$ cat src/rtl/rx_gmii_frame_rx.sv
// ============================================================================
// Module   : rx_gmii_frame_rx
// Desc     : GMII receive framer - preamble/SFD strip, DA filter, length limit,
//            byte-buffer write and end-of-frame status.
//            Define RX_CRC_CHECK_EN to enable the CRC-32 FCS check.
// Revision : 1.0
// ============================================================================
`default_nettype none

module rx_gmii_frame_rx #(
  parameter logic [47:0] MAC_ADDR = 48'h02_00_00_00_00_01,
  parameter int          MAX_LEN  = 1518
) (
  input  logic        RX_CLK,
  input  logic        rst,
  input  logic        RX_DV,
  input  logic [7:0]  RXD,
  input  logic        RX_ER,
  output logic        rx_data_v,
  output logic [7:0]  rx_data,
  output logic [10:0] rx_addr,
  output logic        frame_done,
  output logic [10:0] frame_len,
  output logic        frame_err,
  output logic        crc_ok
);

  localparam logic [10:0] c_max_len = 11'(MAX_LEN);

  typedef enum logic [2:0] {
    S_IDLE     = 3'd0,
    S_PREAMBLE = 3'd1,
    S_DATA     = 3'd2,
    S_DROP     = 3'd3,
    S_DONE     = 3'd4
  } state_t;

  state_t      r_state;
  logic [10:0] r_cnt;
  logic        r_uc_match;
  logic        r_bc_match;
  logic        r_er_seen;

  logic [7:0]  w_mac_byte;
  logic        w_in_da;
  logic        w_uc_match;
  logic        w_bc_match;
  logic        w_filter_fail;
  logic        w_short;
  logic        w_crc_ok;

  always_comb begin
    w_mac_byte = MAC_ADDR[47:40];
    case (r_cnt[2:0])
      3'd1:    w_mac_byte = MAC_ADDR[39:32];
      3'd2:    w_mac_byte = MAC_ADDR[31:24];
      3'd3:    w_mac_byte = MAC_ADDR[23:16];
      3'd4:    w_mac_byte = MAC_ADDR[15:8];
      3'd5:    w_mac_byte = MAC_ADDR[7:0];
      default: w_mac_byte = MAC_ADDR[47:40];
    endcase
  end

  // Match flags accumulate over DA bytes; a frame is dropped once neither survives.
  assign w_in_da       = (r_cnt < 11'd6);
  assign w_uc_match    = r_uc_match & (~w_in_da | (RXD == w_mac_byte));
  assign w_bc_match    = r_bc_match & (~w_in_da | (RXD == 8'hFF));
  assign w_filter_fail = w_in_da & ~w_uc_match & ~w_bc_match;
  assign w_short       = (r_cnt < 11'd64);

`ifdef RX_CRC_CHECK_EN
  logic [31:0] r_crc;
  logic [31:0] w_crc_rev;

  function automatic logic [31:0] f_crc_byte(input logic [31:0] crc, input logic [7:0] d);
    logic [31:0] c;
    c = crc ^ {24'd0, d};
    for (int i = 0; i < 8; i++) begin
      c = c[0] ? ((c >> 1) ^ 32'hEDB88320) : (c >> 1);
    end
    return c;
  endfunction

  // The register runs LSB-first; bit-reverse it to compare with the MSB-first residue.
  always_comb begin
    w_crc_rev = '0;
    for (int i = 0; i < 32; i++) begin
      w_crc_rev[i] = r_crc[31-i];
    end
  end

  assign w_crc_ok = (w_crc_rev == 32'hC704DD7B);
`else
  assign w_crc_ok = 1'b1;
`endif

  always_ff @(posedge RX_CLK) begin
    if (rst) begin
      r_state    <= S_IDLE;
      r_cnt      <= '0;
      r_uc_match <= 1'b0;
      r_bc_match <= 1'b0;
      r_er_seen  <= 1'b0;
      rx_data_v  <= 1'b0;
      rx_data    <= '0;
      rx_addr    <= '0;
      frame_done <= 1'b0;
      frame_len  <= '0;
      frame_err  <= 1'b0;
      crc_ok     <= 1'b0;
`ifdef RX_CRC_CHECK_EN
      r_crc      <= 32'hFFFFFFFF;
`endif
    end else begin
      rx_data_v  <= 1'b0;
      frame_done <= 1'b0;
      case (r_state)
        S_IDLE: begin
          if (RX_DV && (RXD == 8'h55)) r_state <= S_PREAMBLE;
        end
        S_PREAMBLE: begin
          if (!RX_DV) begin
            r_state <= S_IDLE;
          end else if (RXD == 8'hD5) begin
            r_state    <= S_DATA;
            r_cnt      <= '0;
            r_uc_match <= 1'b1;
            r_bc_match <= 1'b1;
            r_er_seen  <= 1'b0;
`ifdef RX_CRC_CHECK_EN
            r_crc      <= 32'hFFFFFFFF;
`endif
          end else if (RXD != 8'h55) begin
            r_state <= S_DROP;
          end
        end
        S_DATA: begin
          if (!RX_DV) begin
            r_state    <= S_DONE;
            frame_done <= 1'b1;
            frame_len  <= r_cnt;
            frame_err  <= r_er_seen | w_short | ~w_crc_ok;
            crc_ok     <= w_crc_ok;
          end else if ((r_cnt == c_max_len) || w_filter_fail) begin
            r_state <= S_DROP;
          end else begin
            rx_data_v  <= 1'b1;
            rx_data    <= RXD;
            rx_addr    <= r_cnt;
            r_cnt      <= r_cnt + 11'd1;
            r_uc_match <= w_uc_match;
            r_bc_match <= w_bc_match;
            if (RX_ER) r_er_seen <= 1'b1;
`ifdef RX_CRC_CHECK_EN
            r_crc      <= f_crc_byte(r_crc, RXD);
`endif
          end
        end
        S_DROP: begin
          if (!RX_DV) r_state <= S_IDLE;
        end
        S_DONE: begin
          r_state <= S_IDLE;
        end
        default: begin
          r_state <= S_IDLE;
        end
      endcase
    end
  end

endmodule

`default_nettype wire
$ cat config.mk
export PLATFORM = sky130hd
export DESIGN_NAME = rx_gmii_frame_rx
export DESIGN_NICKNAME = d
export VERILOG_FILES = /design/src/rtl/rx_gmii_frame_rx.sv
export SDC_FILE = /design/constraint.sdc
export NUM_CORES = 1
export LEC_CHECK = 0
export ABC_AREA = 1
export ABC_CLOCK_PERIOD_IN_PS = 2500
export BUFFER_PORTS_ARGS = -buffer_cell sky130_fd_sc_hd__buf_2
export CAP_MARGIN = 30
export CORE_MARGIN = 2
export CORE_UTILIZATION = 55
export DETAILED_ROUTE_END_ITERATION = 10
export PLACE_DENSITY = 0.76
export SLEW_MARGIN = 20
export SYNTH_ARGS = -nofsm -noshare
export SYNTH_HDL_FRONTEND = slang
export SYNTH_SLANG_ARGS = --single-unit
$ cat constraint.sdc
create_clock -name RX_CLK -period 2.5 [get_ports RX_CLK]
set_input_delay 0 -clock RX_CLK [delete_from_list [all_inputs] [get_ports RX_CLK]]
set_output_delay 0 -clock RX_CLK [all_outputs]
set_load 0.02 [all_outputs]
==> metrics, run 1 <==
DRT Pass-1 Iters=4; TritonCTS Buffers=5; Vias=2,470; ys async rst share=0; Via density=5.36; Synthesis Warnings=0; EDFF count, synth=0; post-layout util=0.667; Buf+Inv Stages, Crit Path=2; fin area=2910 um2; pwr dens=957 nW/um2; post-synthesis sequential element count=51; Area Growth Syn to Fin=16.4%; Skew-Pair Late Insertion Delay=0.31 ns; min cycle time layout=2.25 ns; H-Tree Depth=2; drc violations=0; largest net degree at the start of global routing=36; Max Cap Viol=0; busiest grt layer=met2; Multi-input gate area=1280 um2; global route total overflow=0; Fin Clk Skew=0.00776 ns; hold depth=5; Max rail drop VDD=0.546 mV; initial antenna violation count=0; CTS Buffer Depth=2; setup TNS=0 ns; status=finished, final reports clean; Mapped Area=2500 um2; first-pass GRT wire length=10.1 mm; Worst Path Required=2.76 ns; prevailing post-synth register cell=dfxtp_1; Setup crit start kind=flop; Die Height=71.4 um; met3 Track Usage GR=0.0478; DRT antenna net count=0; CP dominant cell by count=nand2_1; # placed instances=445; global placer's final weighted congestion=0.878; TritonCTS clock tree=built; GRT Total Usage=0.249; slowest CP cell=dfxtp_1; crit share post-route=0.898; CP max stage delay=0.49 ns; hold_ws=0.0931 ns; Slew @ Worst Pin=0.599 ns; Std-Cell Rows=24; Reg2Reg Depth=16; Die X=71.4 um; Syn Inst Count=360; Filler cells=382; die area=5090 um2; ANT cells=0; Setup crit end kind=flop; Slew Limit Headroom=0.600; root buffer cell=clkbuf_8; syn_nets=376; postcts setup bufs=0; met2 usage in global routing=0.420; I/O pins=46; Hold WC Path Type=in -> reg; CORE AREA=4350 um2; fin. max-slew vios=0; final setup fails=0; post-DP HPWL=4.34 mm; Nets=424; Port Buffers=45; Starting Density=0.573; layout cell share with drive strength beyond 1=0.188; crit path DAT=2.50 ns; critical path depth=16; Worst Path Max Fanout=14; dpl cell area=2720 um2; Hold Fails Final Rpt=0; Largest delay share family, worst path=simple AND/OR/NAND/NOR gates; vias in the first global route=2,251; RSZ-0062 raised after global routing=false; register area=1020 um2; cell chain of the critical path=inv_1 -> ha_1 -> nor2_1 -> nand2_1 -> nand2_1 -> nand2_1 -> nand2_1 -> nand3_1 -> nand2_2 -> nand2_2 -> nand2_4 -> nand4_4 -> buf_4 -> nor2_1 -> nand2_1 -> nand2_1; per-cell routed wire length=13.4 um; WL final=6.20 mm; Leak Pwr=1.31 nW; syn_area_per_cell=6.93 um2; Fmax achieved=445 MHz; Worst-path clk slew=0.09 ns; Seq/Total Area, Yosys=0.409; initial DRC count=190; CTS Sinks=51; final std cells w/o fill=461; post-synth cell types=31; met1 usage=0.320; crit path kind=reg -> reg
## final timing paths
path / start / end / slack, ns
setup / recovery: r_cnt[0] / rx_data[6] / 0.25
hold reg to reg: rx_data[1] / rx_data[1] / 0.46
hold / removal: RX_ER / r_er_seen / 0.09
setup reg to reg: r_cnt[0] / rx_data[6] / 0.25
## cells in the mapped netlist (all sizes together), types with 3 or more instances
cell type,instances,share of area
a21oi,42,0.086
clkbuf,7,0.011
buf,10,0.031
ha,4,0.020
o21ai,7,0.014
nor3,5,0.010
nand2,111,0.18
nand3,32,0.066
nand4,7,0.026
dfxtp,51,0.41
nor2,47,0.076
nor4,3,0.010
inv,24,0.037
## what timing repair did
action,CTS,global route
setup endpoints to repair,0,5
resized for setup,0,1
endpoints found under the hold margin,8,0
hold buffers,8,0
## worst min-delay path, stage by stage
cell and delay (ns):
buf_2 0.10, nand2_1 0.05, nand2_1 0.06, nand4_1 0.09, a21oi_1 0.06
## layout by cell type (no fill, tap or decap), drive strengths merged
master / instances
buf: 50
nand4: 7
ha: 4
dlygate4sd3: 8
a21oi: 42
nor4: 3
clkinv: 3
dfxtp: 51
nand2: 111
o31ai: 2
nor2: 47
nor3b: 2
nand3b: 2
clkbuf: 6
o21a: 2
nand3: 32
inv: 24
o21ai: 7
nor3: 5
clkinvlp: 1
## flip-flops by register name, indices dropped and copies added (netlist names)
register,flops
r_state,3
rx_data_v,1
frame_len,11
r_bc_match,1
r_cnt,11
rx_data,8
crc_ok,1
rx_addr,11
frame_done,1
frame_err,1
r_er_seen,1
r_uc_match,1
## routing by layer
metal | wire [um] | part of all wire
met2 | 2930 | 0.47
met3 | 456 | 0.074
met4 | 117 | 0.019
met5 | 0 | 0
met1 | 2690 | 0.43
## power by group
part / leakage, nW / total, mW / internal [mW] / switching (mW)
sequential: 0.412 / 1.07 / 0.930 / 0.141
combinational: 0.846 / 1.21 / 0.393 / 0.815
clock: 0.0474 / 0.501 / 0.226 / 0.275
## metrics by stage
stage / total power [mW] / worst slack (ns)
4_1_cts: 2.76 / 0.232
3_5_place_dp: 2.25 / 0.289
2_1_floorplan: 2.03 / 0.612
5_1_grt: 2.98 / 0.0192
6_report: 2.78 / 0.254
3_3_place_gp: 2.24 / 0.399
## area by class of cell
class                      instances  share of cell area
clock buffer                       6              0.0284
inverter                          26              0.0345
clock inverter                     2             0.00560
sequential                        51               0.351
tap                               52              0.0224
timing repair buffer              58               0.118
multi-input combinational        266               0.440
## kinds of logic after synthesis
| logic type | Yosys count | synth area share |
|---|---|---|
| buf+inv | 43 | 0.0812 |
| simple gates | 209 | 0.378 |
| flops | 51 | 0.409 |
| fa+ha+maj | 4 | 0.0201 |
| compound gates | 53 | 0.112 |
(Power assumes the default switching activity.)
==> run 2: changes to the inputs <==
- ABC_CLOCK_PERIOD_IN_PS: 2500 -> 2200
- clock period: 2.5 -> 2.2 ns (I/O delays scaled with it)
==> run 2 against run 1 <==
- maximum frequency grew 13%
- cell count grew 1.5%
- combinational power rose by 21%
- sequential power up 14%
- clock power up 14%
- first-iteration DRC count fell by 23%
- wire length grew 0.37%
- largest cell class unchanged
==> metrics, run 2 (synthesis results as in run 1) <==
Hold Fails Final Rpt=0 (unchanged); Via density=5.45 (+1.8%); min cycle time layout=2.00 ns (-0.251 ns); Die Height=71.4 um (unchanged); drc violations=0 (unchanged); most frequent cells in the layout=nand2_1 (104), dfxtp_1 (49), buf_2 (45); Buf+Inv Stages, Crit Path=2 (unchanged); Slew @ Worst Pin=0.571 ns (-0.0281 ns); per-cell routed wire length=13.3 um (-1.1%); Fmax achieved=501 MHz (+13%); Worst-path clk slew=0.09 ns (about the same); Hold Path Origin=RX_ER; Setup crit end kind=flop; crit path DAT=2.20 ns (-0.30 ns); Worst Path Max Fanout=8 (-6); Hold WC Path Type=in -> reg; initial DRC count=147 (-23%); setup TNS=0 ns (unchanged); met3 WL=403 um (-12%); Port Buffers=45 (unchanged); Reg2Reg Depth=17 (+1); Vias=2,552 (+3.3%); status=finished, final reports clean; crit share post-route=0.907 (+0.00834); Nets=431 (+1.7%); global placer's final weighted congestion=0.853 (-2.7%); RSZ-0062 raised after global routing=false; reg2reg start=r_cnt[1]; WL final=6.22 mm (+0.37%); crit path kind=reg -> reg; Setup crit start kind=flop; slowest CP cell=dfxtp_2; I/O pins=46 (unchanged); CORE AREA=4350 um2 (unchanged); root buffer cell=clkbuf_8; Starting Density=0.573 (unchanged); Std-Cell Rows=24 (unchanged); CTS Buffer Depth=2 (unchanged); FF-to-FF End=r_cnt[1]; Slew Limit Headroom=0.617 (+0.0168); DRT antenna net count=0 (unchanged); commonest non-fill, non-tap cell in the layout=nand2_1; fin. max-slew vios=0 (unchanged); initial antenna violation count=0 (unchanged); CP dominant cell by count=nand2_1; CTS Sinks=51 (unchanged); DRT Pass-1 Iters=5 (+1); hold depth=5 (unchanged); Worst Path Required=2.41 ns (-0.35 ns); vias in the first global route=2,277 (+1.2%); Area Growth Syn to Fin=19.0%; pwr dens=1100 nW/um2 (+15%); CP max stage delay=0.36 ns (-0.13 ns); Leak Pwr=1.34 nW (+2.7%); die area=5090 um2 (unchanged); Max Cap Viol=0 (unchanged); Max rail drop VDD=0.619 mV (+13%); Die X=71.4 um (unchanged); global route total overflow=0 (unchanged); Largest regs=frame_len: 11 flops, r_cnt: 11 flops, rx_addr: 11 flops; TritonCTS clock tree=built; Filler cells=392 (+2.6%); WL met1=2.82 mm (+4.5%); GRT Total Usage=0.245 (-0.00473); final setup fails=0 (unchanged); Skew-Pair Late Insertion Delay=0.31 ns (about the same); Max Used Layer=met4; first-pass GRT wire length=10.1 mm (-0.75%); dpl cell area=2760 um2 (+1.4%); H-Tree Depth=2 (unchanged); layout cell share with drive strength beyond 1=0.212 (+0.0233); end of the worst hold path=r_er_seen; r2r setup slk=0.20 ns (-0.05 ns); cell chain of the critical path=buf_4 -> ha_1 -> nor2_1 -> nand2_1 -> nand2_1 -> nand2_1 -> nand2_1 -> nand3_1 -> nand2_2 -> nand2_2 -> nand2_4 -> nand3_2 -> nand2_4 -> buf_4 -> nand3_1 -> nand2_1 -> nor2_1; Fin Clk Skew=0.00622 ns (-0.00154 ns); TritonCTS Buffers=5 (unchanged); met2 WL=2.88 mm (-1.6%); largest net degree at the start of global routing=36 (unchanged); hold_ws=0.0860 ns (-0.00710 ns); fin area=2970 um2 (+2.2%); ANT cells=0 (unchanged); post-DP HPWL=4.32 mm (-0.54%); Largest delay share family, worst path=simple AND/OR/NAND/NOR gates
## run 2: area by class of cell
type | count | area [um2] | area share
inverters | 26 | 103 | 0.0345
flip-flops and latches | 51 | 1030 | 0.345
multi-input cells | 266 | 1280 | 0.432
repair buffers | 65 | 395 | 0.133
well taps | 52 | 65.1 | 0.0219
clock inverters | 2 | 16.3 | 0.00548
clock buffers | 6 | 82.6 | 0.0278
## run 2: how the worst max path moves through the flow
stage | startpoint | endpoint | slack [ns] | depth (start not counted)
floorplan | r_cnt[1] | r_cnt[8] | 0.31 | 17
global placement | r_cnt[0] | r_cnt[8] | 0.10 | 16
detailed placement | r_cnt[0] | r_cnt[7] | 0.03 | 16
CTS | r_cnt[0] | r_cnt[5] | 0.08 | 17
global route | r_cnt[0] | rx_data[6] | 0.01 | 16
finish | r_cnt[1] | r_cnt[1] | 0.20 | 17
## run 2: timing repair
action	CTS	global route
setup endpoints to repair	2	34
hold buffers	8	0
pin swaps	0	1
resized for setup	1	6
buffers inserted	0	2
hold endpoints to repair	8	0
## run 2: metal layers
| layer | track usage | up-vias |
|---|---|---|
| met4 | 0.0901 | 0 |
| met1 | 0.326 | 1173 |
| li1 | - | 1274 |
| met2 | 0.404 | 87 |
| met5 | 0 | - |
| met3 | 0.0352 | 18 |
## run 2: report_power, final
part / total [mW] / switching [mW] / internal [mW]
logic: 1.47 / 0.947 / 0.519
registers: 1.22 / 0.157 / 1.06
clock network: 0.573 / 0.316 / 0.257
## run 2: worst reg2reg max path, cell delays in order, from the launching register on
cell	delay, ns
dfxtp_2	0.36
buf_4	0.15
ha_1	0.19
nor2_1	0.09
nand2_1	0.06
nand2_1	0.07
nand2_1	0.05
nand2_1	0.05
nand3_1	0.08
nand2_2	0.08
nand2_2	0.06
nand2_4	0.08
nand3_2	0.08
nand2_4	0.14
buf_4	0.15
nand3_1	0.06
nand2_1	0.08
nor2_1	0.05
## run 2: stage by stage
stage	instances	worst slack, ns	util	power, mW
after floorplan	360	0.312	-	2.31
after global placement	450	0.101	0.634	2.58
after detailed placement	450	0.0321	0.634	2.60
after CTS	466	0.0806	0.676	3.19
after global routing	468	0.0122	0.682	3.47
final	468	0.205	0.682	3.26
==> run 3: changes to the inputs <==
- CAP_MARGIN: 30 -> default
- RECOVER_POWER: default -> 25
==> run 3 against run 2 <==
- maximum frequency fell by 0.48%
- non-clock buffer count unchanged
- design area fell by 0.88%
- global-route usage unchanged
- largest power group unchanged
- sequential share of layout area rose by 0.31 points
==> metrics, run 3 (synthesis results as in run 1) <==
status=finished, final reports clean; Leak Pwr=1.25 nW (-6.9%); Via density=5.44 (-0.24%); pwr dens=1100 nW/um2 (+0.75%); post-layout util=0.676 (-0.00604); CTS Sinks=51 (unchanged); Skew-Pair Late Insertion Delay=0.30 ns (about the same); fin. max-slew vios=0 (unchanged); crit path DAT=2.21 ns (about the same); Hold Fails Final Rpt=0 (unchanged); vias in the first global route=2,277 (unchanged); Hold WC Path Type=in -> reg; Pwr Total=3.25 mW (-0.14%); Max Cap Viol=0 (unchanged); CP max stage delay=0.36 ns (about the same); register area=1030 um2 (unchanged); CP dominant cell by count=nand2_1; Slew Limit Headroom=0.617 (about the same); WL final=6.27 mm (+0.87%); I/O pins=46 (unchanged); die area=5090 um2 (unchanged); Slew @ Worst Pin=0.570 ns (-0.000845 ns); Worst-path clk slew=0.09 ns (about the same); Filler cells=402 (+2.6%); cell chain of the critical path=buf_4 -> ha_1 -> nor2_1 -> nand2_1 -> nand2_1 -> nand2_1 -> nand2_1 -> nand3_1 -> nand2_2 -> nand2_2 -> nand2_4 -> nand3_2 -> nand2_4 -> buf_4 -> nand3_1 -> nand2_1 -> nor2_1; Reg2Reg Depth=17 (unchanged); Comb power frac=0.451 (about the same); Starting Density=0.573 (unchanged); Die X=71.4 um (unchanged); CORE AREA=4350 um2 (unchanged); first-pass GRT wire length=10.1 mm (unchanged); DRT Pass-1 Iters=8 (+3); part of the power in registers=0.375 (about the same); layout cell share with drive strength beyond 1=0.161 (-0.0505); Clk network pwr share=0.175 (about the same); Nets=431 (unchanged); met1 usage=0.326 (unchanged); initial DRC count=160 (+8.8%); final setup fails=0 (unchanged); Pint=1.83 mW (-0.44%); Die Height=71.4 um (unchanged); ANT cells=0 (unchanged); Setup crit end kind=flop; Switching Fraction=0.438 (+0.00170); Largest regs=frame_len: 11 flops, r_cnt: 11 flops, rx_addr: 11 flops; Max rail drop VDD=0.627 mV (+1.4%); Std-Cell Rows=24 (unchanged); min cycle time layout=2.00 ns (+0.00968 ns); setup TNS=0 ns (unchanged); Port Buffers=45 (unchanged); root buffer cell=clkbuf_8; RSZ-0062 raised after global routing=false; Area Growth Syn to Fin=17.9%; global placer's final weighted congestion=0.853 (unchanged); post-DP HPWL=4.32 mm (unchanged); largest net degree at the start of global routing=36 (unchanged); TritonCTS Buffers=5 (unchanged); Multi-input gate area=1280 um2 (unchanged); hold_ws=0.0921 ns (+0.00610 ns); H-Tree Depth=2 (unchanged); crit path kind=reg -> reg; Fin Clk Skew=0.00664 ns (+0.000418 ns); initial antenna violation count=0 (unchanged); slowest CP cell=dfxtp_2; CTS Buffer Depth=2 (unchanged); TritonCTS clock tree=built; met2 usage in global routing=0.404 (unchanged); Worst Path Required=2.40 ns (about the same); commonest non-fill, non-tap cell in the layout=nand2_1; busiest grt layer=met2; hold depth=5 (unchanged); Fmax achieved=499 MHz (-0.48%); DRT antenna net count=0 (unchanged); per-cell routed wire length=13.4 um (+0.87%); GRT Total Usage=0.245 (unchanged); Worst Path Max Fanout=8 (unchanged); most frequent cells in the layout=nand2_1 (104), dfxtp_1 (49), nor2_1 (42); Setup crit start kind=flop; drc violations=0 (unchanged); met3 Track Usage GR=0.0352 (unchanged); global route total overflow=0 (unchanged); Psw=1.42 mW (+0.25%); crit share post-route=0.911 (+0.00440); Vias=2,546 (-0.24%)
-- run 3: cell count changes in the layout (fill, tap and decap cells not counted) --
cell      previous run  this run
clkbuf_1             0        21
buf_2               45        24
-- run 3: power by group through the flow --
stage	Sequential (mW)	Combinational [mW]	Clock (mW)
after CTS	1.21	1.40	0.581
after global placement	1.22	1.35	0
final	1.22	1.47	0.568
after floorplan	1.22	1.09	0
after global routing	1.23	1.63	0.606
after detailed placement	1.23	1.38	0
-- run 3: path summary, 6_finish.rpt --
| check | start | to | slack, ns |
|---|---|---|---|
| worst min-delay path | RX_ER | r_er_seen | 0.09 |
| worst min register to register | frame_len[6] | frame_len[6] | 0.46 |
| worst max-delay path | r_cnt[1] | r_cnt[1] | 0.20 |
| worst max register to register | r_cnt[1] | r_cnt[1] | 0.20 |
-- run 3: worst max-delay path, delay by kind of cell, from the launching register on --
kind / cells / cell delay, ns
buf+inv: 2 / 0.30
flops: 1 / 0.36
simple gates: 14 / 1.04
fa+ha+maj: 1 / 0.19
-- run 3: what timing repair did --
item                                    CTS  global route
pin swaps                                 0             1
hold endpoints to repair                  8             0
hold buffers                              8             0
endpoints found under the setup margin    2            34
resized for setup                         1             6
setup buffers                             0             2
-- run 3: cell type report --
type,instances,share of cell area
Multi-Input combinational cell,266,0.436
Sequential cell,51,0.348
Timing Repair Buffer,65,0.125
Inverter,26,0.0348
Clock buffer,6,0.0280
Tap cell,52,0.0221
Clock inverter,2,0.00552
-- run 3: stage by stage --
stage	instances	instance area [um2]	setup slack, ns
after global placement	450	2760	0.101
after detailed placement	450	2760	0.0321
after global routing	468	2940	0.0122
final	468	2940	0.195
after CTS	466	2940	0.0806
after floorplan	360	2500	0.312
-- run 3: routing by layer --
metal  wire [um]  up-vias  share of wire
met5           0        -              0
met4         102        0          0.016
met3         415       13          0.066
met2        2930       89           0.47
met1        2820     1171           0.45
li1            -     1273              -
